==> src/rtl/chrono_display_scan.sv <==
// chrono_display_scan: scans the four chronometer BCD digits onto a multiplexed,
// common-anode 7-segment display. The digits are snapshotted once per frame,
// leading zeros above the decimal point are blanked, and a sticky flag records
// any non-BCD digit that reaches the decoder.
module chrono_display_scan #(
  parameter int SCAN_PERIOD   = 50000,
  parameter bit BLANK_LEADING = 1'b1,
  parameter int DP_DIGIT      = 2
) (
  input  logic        clk_in,
  input  logic        rst_n_in,
  input  logic [15:0] bcd_in,
  input  logic        freeze_in,
  output logic [6:0]  seg_out,
  output logic        dp_out,
  output logic [3:0]  an_out,
  output logic        err_out
);

  localparam int PW = (SCAN_PERIOD > 2) ? $clog2(SCAN_PERIOD) : 1;
  localparam logic [PW-1:0] PRESC_LAST = PW'(SCAN_PERIOD - 1);

  logic [PW-1:0] presc_q, presc_d;
  logic [1:0]    slot_q, slot_d;
  logic [15:0]   snap_q, snap_d;
  logic [6:0]    seg_q, seg_d;
  logic          dp_q, dp_d;
  logic [3:0]    an_q, an_d;
  logic          err_q, err_d;

  logic          presc_tc;
  logic [3:0]    digit;
  logic [3:0]    zero_from;
  logic          blank;
  logic [6:0]    seg_dec;

  // Prescaler, slot counter and per-frame snapshot of the incoming digits
  always_comb begin
    presc_tc = (presc_q == PRESC_LAST);
    presc_d  = presc_tc ? '0 : presc_q + 1'b1;
    slot_d   = presc_tc ? slot_q + 2'd1 : slot_q;
    snap_d   = snap_q;
    // Frame boundary is the wrap of slot 3 back to slot 0
    if (presc_tc && (slot_q == 2'd3) && !freeze_in) begin
      snap_d = bcd_in;
    end
  end

  // Digit selection, leading-zero blanking and 7-segment decode
  always_comb begin
    digit = snap_q[{slot_q, 2'b00} +: 4];
    // zero_from[k]: digits k..3 of the snapshot are all zero
    zero_from = {snap_q[15:12] == 4'd0, snap_q[15:8] == 8'd0,
                 snap_q[15:4] == 12'd0, snap_q == 16'd0};
    blank = BLANK_LEADING && (int'(slot_q) > DP_DIGIT) && zero_from[slot_q];
    case (digit)
      4'd0:    seg_dec = 7'h40;
      4'd1:    seg_dec = 7'h79;
      4'd2:    seg_dec = 7'h24;
      4'd3:    seg_dec = 7'h30;
      4'd4:    seg_dec = 7'h19;
      4'd5:    seg_dec = 7'h12;
      4'd6:    seg_dec = 7'h02;
      4'd7:    seg_dec = 7'h78;
      4'd8:    seg_dec = 7'h00;
      4'd9:    seg_dec = 7'h10;
      default: seg_dec = 7'h3F;
    endcase
  end

  // Next output values; the first cycle of each slot keeps all anodes off
  always_comb begin
    seg_d = blank ? 7'h7F : seg_dec;
    an_d  = (presc_q == '0) ? 4'hF : ~(4'b0001 << slot_q);
    dp_d  = !((int'(slot_q) == DP_DIGIT) && (presc_q != '0));
    err_d = err_q | (digit > 4'd9);
  end

  // State and output registers
  always_ff @(posedge clk_in or negedge rst_n_in) begin
    if (!rst_n_in) begin
      presc_q <= '0;
      slot_q  <= 2'd0;
      snap_q  <= 16'h0000;
      seg_q   <= 7'h7F;
      dp_q    <= 1'b1;
      an_q    <= 4'hF;
      err_q   <= 1'b0;
    end else begin
      presc_q <= presc_d;
      slot_q  <= slot_d;
      snap_q  <= snap_d;
      seg_q   <= seg_d;
      dp_q    <= dp_d;
      an_q    <= an_d;
      err_q   <= err_d;
    end
  end

  assign seg_out = seg_q;
  assign dp_out  = dp_q;
  assign an_out  = an_q;
  assign err_out = err_q;

endmodule

==> config.mk <==
export PLATFORM = sky130hd
export DESIGN_NAME = chrono_display_scan
export DESIGN_NICKNAME = d
export VERILOG_FILES = /design/src/rtl/chrono_display_scan.sv
export SDC_FILE = /design/constraint.sdc
export NUM_CORES = 1
export LEC_CHECK = 0
export ABC_AREA = 1
export BUFFER_PORTS_ARGS = -buffer_cell sky130_fd_sc_hd__buf_2
export CAP_MARGIN = 20
export CORE_ASPECT_RATIO = 0.8
export CORE_UTILIZATION = 35
export DETAILED_ROUTE_END_ITERATION = 10
export PLACE_DENSITY = 0.6
export SLEW_MARGIN = 10
export SYNTH_ARGS = -nofsm -noshare
export SYNTH_HDL_FRONTEND = slang
export SYNTH_SLANG_ARGS = --single-unit
==> constraint.sdc <==
create_clock -name clk_in -period 1.8 [get_ports clk_in]
set_input_delay 0.18 -clock clk_in [delete_from_list [all_inputs] [get_ports clk_in]]
set_output_delay 0.18 -clock clk_in [all_outputs]
set_load 0.1 [all_outputs]
==> results of run 1 <==
## state kept, by name, summed over array words and instances, names as in the netlist
signal	cells
an_out	4
snap_q	16
seg_out	7
presc_q	16
slot_q	2
err_out	1
## layout by cell type, fill, tap and decap left out, drive strengths merged
| cell type | n |
|---|---|
| a21oi | 2 |
| a31oi | 1 |
| buf | 35 |
| clkbuf | 7 |
| clkinv | 2 |
| dfrtp | 35 |
| dfstp | 11 |
| dlygate4sd3 | 1 |
| ha | 12 |
| inv | 29 |
| nand2 | 102 |
| nand3 | 48 |
| nor2 | 35 |
| nor3 | 4 |
| nor4 | 2 |
| o21ai | 4 |
| o21bai | 2 |
| or2 | 1 |
| xnor2 | 2 |
| xor2 | 7 |
## final timing paths
check / from / endpoint
worst max-delay path: slot_q[1]$_DFFE_PN0N_ / seg_out[5]$_DFF_PN1_
worst min-delay path: bcd_in[4] / snap_q[4]$_DFFE_PN0P_
worst max register to register: slot_q[1]$_DFFE_PN0N_ / seg_out[5]$_DFF_PN1_
worst min register to register: err_out$_DFF_PN0_ / err_out$_DFF_PN0_
max in group asynchronous: rst_n_in / seg_out[4]$_DFF_PN1_
min in group asynchronous: rst_n_in / slot_q[1]$_DFFE_PN0N_
## where the power goes
| part | leakage (nW) | total, W | internal [W] | switching, W |
|---|---|---|---|---|
| registers | 0.589 | 0.00103 | 0.00103 | 0 |
| clock network | 0.0482 | 0.000648 | 0.000310 | 0.000338 |
| logic | 0.899 | 0.0000446 | 0.0000180 | 0.0000267 |
| total | 1.54 | 0.00173 | 0.00136 | 0.000365 |
## logic make-up after synthesis
kind of cell / after synthesis / synth area share
AND/OR/NAND/NOR: 192 / 0.351
flip-flops: 46 / 0.467
buffers and inverters: 37 / 0.0692
adder cells (fa/ha/maj): 12 / 0.0602
AO/OA/AOI/OAI: 9 / 0.0206
XOR/XNOR: 9 / 0.0316
## repair_timing
item                                   4_1_cts  5_1_grt
buffers inserted                             0        0
endpoints found under the hold margin        9        0
hold buffers                                 1        0
## layer usage
metal / routed length (µm) / global-route usage / vias up / part of all wire
met5: 0 / 0 / - / 0
met4: 43 / 0.0397 / 0 / 0.0086
met3: 220 / 0.0284 / 4 / 0.044
met2: 1930 / 0.211 / 34 / 0.39
met1: 2800 / 0.239 / 898 / 0.56
li1: - / - / 1025 / -
## final cells by class
type                    instances  area (µm²)  area share
inverters                      30         118      0.0415
clock inverters                 1        5.00     0.00177
repair buffers                 36         195      0.0689
flip-flops and latches         46        1160       0.411
multi-input cells             222        1160       0.408
well taps                      87         109      0.0384
clock buffers                   7        86.3      0.0305
## tightest hold or removal path: cells and delay by family
kind,cells,cell delay [ps]
and+or+nand+nor,2,110
buffers and inverters,1,70
## per-stage QoR
stage / power [W] / hold slack [ps]
2_1_floorplan: 0.00105 / -116
6_report: 0.00173 / 97.0
3_5_place_dp: 0.00110 / 140
4_1_cts: 0.00175 / 91.1
5_1_grt: 0.00179 / 97.1
3_3_place_gp: 0.00110 / 136
==> results.tsv, run 1 <==
stage	metric	value	unit
grt	first-pass GRT wire length	8830	µm
critical_path	Worst path slowest cell	dfrtp_1	
floorplan	# IOs	32	
clocking	post-CTS sizing	0	
sta	clk_skew	8.17	ps
logic_synthesis	most frequent cell after synthesis	nand2_1	
grt	largest net degree at the start of global routing	24	
critical_path	CP Launch Type	register	
power	P per Cell Area	609	nW/µm²
sta	Rel. slew slack	0.678	
clocking	Clk Latency, worst-skew pair	300	ps
clocking	CTS sink cnt	46	
logic_synthesis	asr flop ratio synth	1.00	
grt	initial antenna violation count	0	
power	VDD IR max	0.250	mV
logic_synthesis	number of synthesized flops with an enable pin	0	
logic_synthesis	post-synthesis cell type with the largest combined area	dfrtp_1	
sta	Slew Viols, Final	0	
routing	per-cell routed wire length	11.6	µm
placement	area post-placement	2730	µm²
critical_path	crit-path leading delay family	simple AND/OR/NAND/NOR gates	
placement	Final Wtd Congestion	0.850	
floorplan	Die ar.	7470	µm²
routing	Pre-antenna DRT Iters	4	
critical_path	Levels on crit path	9	
critical_path	Worst Path Buf+Inv	2	
logic_synthesis	Synth Cell Area	2490	µm²
floorplan	Site Rows	27	
sta	worst setup margin	168	ps
logic_synthesis	top cell type's share of synthesized area	0.351	
hold_path	hold path depth	3	
logic_synthesis	Cell variety after synth	28	
critical_path	CP max FO	9	
sta	RSZ-0062 raised after global routing	false	
clocking	TritonCTS clock tree	yes	
critical_path	R2R depth	9	
logic_synthesis	top cells by area, synth	dfrtp_1 (35%), nand2_1 (15%), dfstp_2 (12%), nand3_1 (8.4%), ha_1 (6.0%)	
routing	1st-iter DRT viols	128	
grt	vias in the first global route	1836	
floorplan	chip width	96.4	µm
critical_path	R2R Setup Slk	170	ps
hold_path	worst min path class	in2reg	
grt	Overall Global Routing Usage	0.152	
sta	crit share post-route	0.906	
sta	Final Hold Fails	0	
cells_and_area	Final Net Count	372	
logic_synthesis	Seq/Total Area, Yosys	0.467	
job	max cap viols	0	
cells_and_area	fin util	0.411	
logic_synthesis	Net Count, Synth	336	
clocking	Worst-path clk slew	90	ps
routing	# DRC	0	
clocking	cts bufs inserted	5	
routing	antenna-violating nets left	0	
status	status	completed	
cells_and_area	Final Instance Area	2830	µm²
floorplan	Core ar.	6890	µm²
sta	final setup vio count	0	
cells_and_area	# diodes	0	
placement	Detailed Place HPWL	3730	µm
critical_path	WP data required	2020	ps
logic_synthesis	Mapped Cells	305	
logic_synthesis	Synth top cells by count	nand2_1 (100), nand3_1 (42), dfrtp_1 (35), nor2_1 (32), inv_1 (23)	
sta	Slew @ Worst Pin	487	ps
critical_path	CP Class	reg2reg	
cells_and_area	Area Growth Syn to Fin	13.6	%
placement	Inst Count DP	420	
floorplan	Initial Util	0.362	
logic_synthesis	Synth Register Bits	46	
placement	# port buffers	31	
logic_synthesis	Mapped Avg Cell Area	8.18	µm²
placement	Setup WS pre-CTS	174	ps
critical_path	Crit path arrival time	1850	ps
critical_path	CP cell instances	inv_2 -> nand3_1 -> nand2_1 -> inv_1 -> ha_1 -> nand3_1 -> nand2_1 -> nand2_1 -> nand3_1	
routing	drt total wl	4990	µm
sta	fmax	613	MHz
clocking	root buffer cell	clkbuf_8	
floorplan	Die Y	77.5	µm
clocking	CTS H-tree depth	2	
grt	global route overflow	0	
critical_path	Critical Path End Type	register	
critical_path	CP max stage delay	490	ps
sta	Final Critical Period	1630	ps
clocking	clk buf depth	2	
sta	setup TNS	0	ps
cells_and_area	non-filler instance count after layout	429	
power	Pleak	1.54	nW
logic_synthesis	Ys Warns	0	
logic_synthesis	Post-synth top flop	dfrtp_1	
routing	DR vias/cell	4.57	
cells_and_area	# fillers	723	
routing	via count	1961	
cells_and_area	share of layout cells above drive strength 1	0.211	
No activity file was read; power rests on OpenSTA's default activity.
==> inputs of run 2 (changes only) <==
--- a/config.mk
+++ b/config.mk
@@ -5,7 +5,6 @@
 export SDC_FILE = /design/constraint.sdc
 export NUM_CORES = 1
 export LEC_CHECK = 0
-export ABC_AREA = 1
 export BUFFER_PORTS_ARGS = -buffer_cell sky130_fd_sc_hd__buf_2
 export CAP_MARGIN = 20
 export CORE_ASPECT_RATIO = 0.8
==> run 2 against run 1 <==
  * Fmax down 13%
  * Largest cell class unchanged
  * Sequential power about the same
  * Critical endpoint is now snap_q[4]$_DFFE_PN0P_
  * Synthesized cell count down 37%
  * First-iteration DRC count up 7.8%
  * Register-to-register slack worse by 250 ps
  * The flow now finishes with violations (negative setup slack)
  * Synthesized area down 7.6%
  * Routed wire length down 7.1%
==> results.tsv, run 2 <==
stage	metric	value	unit
status	status	finished, violations left	
status	failing checks	negative setup slack	
placement	Detailed Place HPWL	3270	µm
sta	Slew Viols, Final	0	
cells_and_area	# fillers	601	
clocking	root buffer cell	clkbuf_8	
floorplan	chip width	92.7	µm
routing	1st-iter DRT viols	138	
logic_synthesis	most frequent cell after synthesis	dfrtp_1	
logic_synthesis	Seq/Total Area, Yosys	0.506	
critical_path	CP Launch Type	register	
critical_path	CP Class	reg2reg	
routing	drt total wl	4640	µm
sta	Final Hold Fails	0	
cells_and_area	commonest non-fill, non-tap cell in the layout	dfrtp_1	
logic_synthesis	post-synthesis cell type with the largest combined area	dfrtp_1	
critical_path	CP max FO	16	
sta	Slew @ Worst Pin	588	ps
cells_and_area	# diodes	0	
logic_synthesis	number of synthesized flops with an enable pin	0	
logic_synthesis	Mapped Cells	193	
cells_and_area	share of layout cells above drive strength 1	0.460	
grt	vias in the first global route	1457	
cells_and_area	commonest cells after routing, fill and taps aside	dfrtp_1 (34), buf_2 (31), buf_4 (17)	
grt	first-pass GRT wire length	7190	µm
routing	# DRC	0	
power	VDD IR max	0.294	mV
clocking	CTS sink cnt	46	
sta	Final Critical Period	1880	ps
power	Pleak	1.44	nW
critical_path	CP cell instances	or4_4 -> nor4_4 -> nand4b_4 -> buf_12 -> mux2_4	
floorplan	Site Rows	26	
critical_path	crit-path leading delay family	simple AND/OR/NAND/NOR gates	
sta	RSZ-0062 raised after global routing	true	
grt	largest net degree at the start of global routing	27	
sta	worst setup margin	-78.4	ps
hold_path	worst min path class	in2reg	
sta	clk_skew	1.78	ps
critical_path	CP max stage delay	550	ps
logic_synthesis	asr flop ratio synth	1.00	
clocking	clk buf depth	2	
placement	# port buffers	31	
cells_and_area	Area Growth Syn to Fin	27.8	%
critical_path	Critical Path End Type	register	
critical_path	Worst path slowest cell	or4_4	
routing	per-cell routed wire length	14.0	µm
clocking	Clk Latency, worst-skew pair	300	ps
floorplan	# IOs	32	
logic_synthesis	Synth Cell Area	2300	µm²
sta	Rel. slew slack	0.602	
logic_synthesis	Post-synth top flop	dfrtp_1	
critical_path	Worst Path Buf+Inv	1	
sta	fmax	532	MHz
cells_and_area	non-filler instance count after layout	332	
logic_synthesis	Synth top cells by count	dfrtp_1 (35), nor2_1 (13), ha_1 (12), nand2_1 (12), nand3_1 (12)	
sta	crit share post-route	1.04	
job	max cap viols	0	
placement	area post-placement	2690	µm²
logic_synthesis	Cell variety after synth	37	
floorplan	Die ar.	6910	µm²
logic_synthesis	top cell type's share of synthesized area	0.380	
clocking	Worst-path clk slew	80	ps
clocking	TritonCTS clock tree	yes	
floorplan	Core ar.	6380	µm²
cells_and_area	Final Instance Area	2940	µm²
routing	Pre-antenna DRT Iters	4	
routing	antenna-violating nets left	0	
grt	Overall Global Routing Usage	0.137	
sta	setup TNS	-968	ps
clocking	CTS H-tree depth	2	
grt	global route overflow	0	
critical_path	Crit path arrival time	2070	ps
logic_synthesis	Net Count, Synth	224	
logic_synthesis	Synth Register Bits	46	
clocking	cts bufs inserted	5	
routing	via count	1601	
logic_synthesis	Ys Warns	0	
routing	DR vias/cell	4.82	
power	P per Cell Area	614	nW/µm²
placement	Inst Count DP	320	
floorplan	Initial Util	0.361	
placement	Final Wtd Congestion	0.752	
sta	final setup vio count	16	
grt	initial antenna violation count	0	
floorplan	Die Y	74.6	µm
power	Tot Pwr	0.00181	W
logic_synthesis	top cells by area, synth	dfrtp_1 (38%), dfstp_2 (13%), ha_1 (6.5%), mux2_4 (6.5%), mux4_2 (3.9%)	
placement	Setup WS pre-CTS	-88.5	ps
logic_synthesis	Mapped Avg Cell Area	11.9	µm²
critical_path	WP data required	1990	ps
cells_and_area	Final Net Count	278	
[run 2: cell types whose count changed in the layout (fill, tap and decap cells not counted), sizes merged, moves of 4 or more]
cell	previous run	this run
inv	29	11
buf	35	52
and3	0	4
o21ai	4	8
nand3	48	12
nor4	2	7
nand2	102	12
mux2	0	17
nor2	35	13
mux4	0	4
[run 2: worst reg2reg max path, stage by stage, from the launching register on]
cell	delay, ps
dfrtp_1	380
or4_4	550
nor4_4	220
nand4b_4	140
buf_12	180
mux2_4	300
[run 2: where the power goes]
part	total, W	switching (W)	internal, W
combinational	0.0000469	0.0000260	0.0000209
sequential	0.00103	0	0.00103
clock	0.000726	0.000339	0.000388
[run 2: per-stage QoR]
stage / util / hold WS, ps
4_1_cts: 0.443 / 95.8
2_1_floorplan: - / -116
3_5_place_dp: 0.422 / 173
6_report: 0.462 / 106
3_3_place_gp: 0.422 / 169
5_1_grt: 0.462 / 94.7
[run 2: cell type report]
cell class,count,area (µm²),share of cell area
clock buffer,8,110,0.0374
inverter,11,41.3,0.0140
multi-input combinational,130,1160,0.393
sequential,46,1170,0.396
tap,84,105,0.0357
timing repair buffer,53,364,0.124
[run 2: final timing paths]
kind / from / end / slack, ps / cells after the start
worst max-delay path: presc_q[13]$_DFF_PN0_ / snap_q[4]$_DFFE_PN0P_ / -80 / 5
min in group asynchronous: rst_n_in / slot_q[0]$_DFFE_PN0N_ / 380 / 2
worst max register to register: presc_q[13]$_DFF_PN0_ / snap_q[4]$_DFFE_PN0P_ / -80 / 5
worst min register to register: err_out$_DFF_PN0_ / err_out$_DFF_PN0_ / 460 / 1
max in group asynchronous: rst_n_in / seg_out[0]$_DFF_PN1_ / 860 / 3
worst min-delay path: bcd_in[5] / snap_q[5]$_DFFE_PN0P_ / 110 / 2
[run 2: what timing repair did]
| action | CTS | global route |
|---|---|---|
| endpoints found under the hold margin | 11 | 0 |
| hold buffers | 1 | 0 |
| endpoints found under the setup margin | 25 | 36 |
| setup buffers | 1 | 3 |
| pin swaps | 0 | 8 |
| resized for setup | 3 | 27 |
[run 2: kinds of logic (layout without fill, tap and decap cells)]
| kind of cell | Yosys count | in the layout | share of synthesized area |
|---|---|---|---|
| buf+inv | 17 | 72 | 0.0331 |
| compound gates | 18 | 18 | 0.0456 |
| xor+xnor | 13 | 13 | 0.0494 |
| flops | 46 | 46 | 0.506 |
| mux | 21 | 21 | 0.139 |
| fa+ha+maj | 12 | 12 | 0.0652 |
| simple gates | 66 | 66 | 0.162 |
[run 2: per-layer routing]
metal	GRT usage	vias up	wire, µm
met4	0.0615	0	76
li1	-	782	-
met1	0.210	775	2350
met2	0.183	36	2000
met5	0	-	0
met3	0.0317	8	209
==> inputs of run 3 (changes only) <==
--- a/config.mk
+++ b/config.mk
@@ -11,6 +11,7 @@
 export CORE_UTILIZATION = 35
 export DETAILED_ROUTE_END_ITERATION = 10
 export PLACE_DENSITY = 0.6
+export SKIP_CTS_REPAIR_TIMING = 1
 export SLEW_MARGIN = 10
 export SYNTH_ARGS = -nofsm -noshare
 export SYNTH_HDL_FRONTEND = slang
==> constraint.sdc (replaced) <==
create_clock -name clk_in -period 2.2 [get_ports clk_in]
set_input_delay 0.22 -clock clk_in [delete_from_list [all_inputs] [get_ports clk_in]]
set_output_delay 0.22 -clock clk_in [all_outputs]
set_load 0.1 [all_outputs]
==> run 3 against run 2 <==
  * The run now ends clean
  * Via count down 8.0%
  * Clock power down 17%
  * Non-clock buffer count down 17
  * Register-to-register slack better by 170 ps
  * Sequential share of layout area up 3.7 points
==> results.tsv, run 3 (synthesis gave the netlist of run 2 again) <==
stage	metric	value	unit
status	status	completed	
job	max cap viols	0	
clocking	cts bufs inserted	5	
sta	setup TNS	0	ps
critical_path	WP data required	2380	ps
power	P per Cell Area	553	nW/µm²
hold_path	worst min path class	in2reg	
grt	first-pass GRT wire length	6760	µm
clocking	TritonCTS clock tree	yes	
routing	drt total wl	4100	µm
cells_and_area	fin util	0.422	
critical_path	Worst path slowest cell	or4_4	
clocking	Worst-path clk slew	80	ps
critical_path	Critical Path End Type	register	
placement	Final Wtd Congestion	0.776	
grt	Overall Global Routing Usage	0.128	
floorplan	Die ar.	6910	µm²
critical_path	CP max FO	16	
sta	Slew Viols, Final	0	
clocking	root buffer cell	clkbuf_8	
clocking	clk buf depth	2	
sta	clk_skew	7.42	ps
routing	via count	1473	
clocking	CTS H-tree depth	2	
cells_and_area	share of layout cells above drive strength 1	0.333	
floorplan	Die Y	74.6	µm
sta	RSZ-0062 raised after global routing	false	
clocking	CTS sink cnt	46	
critical_path	CP Class	reg2reg	
grt	initial antenna violation count	0	
routing	# DRC	0	
sta	Final Critical Period	2110	ps
cells_and_area	Final Net Count	261	
sta	crit share post-route	0.958	
routing	1st-iter DRT viols	83	
placement	Setup WS pre-CTS	87.6	ps
grt	largest net degree at the start of global routing	25	
floorplan	chip width	92.7	µm
routing	per-cell routed wire length	13.0	µm
sta	final setup vio count	0	
critical_path	CP cell instances	or4_4 -> nor4_4 -> nand4b_4 -> mux2_4	
floorplan	Site Rows	26	
power	VDD IR max	0.298	mV
routing	DR vias/cell	4.68	
grt	global route overflow	0	
critical_path	CP Launch Type	register	
floorplan	Core ar.	6380	µm²
sta	Rel. slew slack	0.658	
power	Tot Pwr	0.00149	W
placement	Detailed Place HPWL	3050	µm
sta	fmax	475	MHz
floorplan	Initial Util	0.361	
routing	Pre-antenna DRT Iters	4	
floorplan	# IOs	32	
power	Pleak	1.33	nW
clocking	Clk Latency, worst-skew pair	290	ps
cells_and_area	commonest non-fill, non-tap cell in the layout	dfrtp_1	
routing	antenna-violating nets left	0	
placement	# port buffers	31	
cells_and_area	# diodes	0	
critical_path	Crit path arrival time	2290	ps
critical_path	CP max stage delay	560	ps
sta	Slew @ Worst Pin	513	ps
sta	Final Hold Fails	0	
sta	worst setup margin	93.3	ps
grt	vias in the first global route	1307	
cells_and_area	Area Growth Syn to Fin	16.7	%
cells_and_area	commonest cells after routing, fill and taps aside	dfrtp_1 (35), buf_2 (31), nor2_1 (13)	
==> run 3: cell types whose count changed in the layout (fill, tap and decap cells not counted), sizes merged <==
| cell | before | now |
|---|---|---|
| bufinv | 0 | 1 |
| buf | 52 | 35 |
| clkbuf | 8 | 7 |
==> run 3: worst paths after layout <==
path | start | endpoint | slack (ps) | cells past startpoint
max in group asynchronous | rst_n_in | seg_out[0]$_DFF_PN1_ | 1200 | 3
min in group asynchronous | rst_n_in | presc_q[1]$_DFF_PN0_ | 430 | 2
max | presc_q[13]$_DFF_PN0_ | snap_q[1]$_DFFE_PN0P_ | 90 | 4
min reg2reg | err_out$_DFF_PN0_ | err_out$_DFF_PN0_ | 460 | 1
max reg2reg | presc_q[13]$_DFF_PN0_ | snap_q[1]$_DFFE_PN0P_ | 90 | 4
min | bcd_in[0] | snap_q[0]$_DFFE_PN0P_ | 150 | 2
==> run 3: routing by layer <==
| layer | up-vias | track usage | share of wire |
|---|---|---|---|
| li1 | 759 | - | - |
| met1 | 687 | 0.202 | 0.55 |
| met2 | 23 | 0.170 | 0.41 |
| met3 | 4 | 0.0307 | 0.033 |
| met4 | 0 | 0.0410 | 0.011 |
| met5 | - | 0 | 0 |
==> run 3: critical path, delay by kind of cell (launching register included) <==
family           cells  cell delay (ps)
flip-flops           1              410
multiplexers         1              410
AND/OR/NAND/NOR      3             1170
==> run 3: area by class of cell <==
class,count,area (µm²)
Inverter,11,41.3
Sequential cell,46,1160
Multi-Input combinational cell,130,1060
Fill cell,628,3690
Timing Repair Buffer,36,208
Clock inverter,1,30.0
Clock buffer,7,76.3
Tap cell,84,105
==> run 3: report_power, final <==
| part | leakage [nW] | total, W | internal, W | switching [W] |
|---|---|---|---|---|
| Clock | 0.0524 | 0.000602 | 0.000340 | 0.000262 |
| Sequential | 0.589 | 0.000846 | 0.000846 | 0 |
| Combinational | 0.687 | 0.0000381 | 0.0000171 | 0.0000211 |
==> run 3: through the flow <==
stage,std cells,cell area (µm²),hold slack (ps)
4_1_cts,314,2680,-98.5
3_5_place_dp,306,2570,229
3_3_place_gp,306,2570,228
6_report,315,2690,151
5_1_grt,315,2690,132
2_1_floorplan,193,2300,-75.6
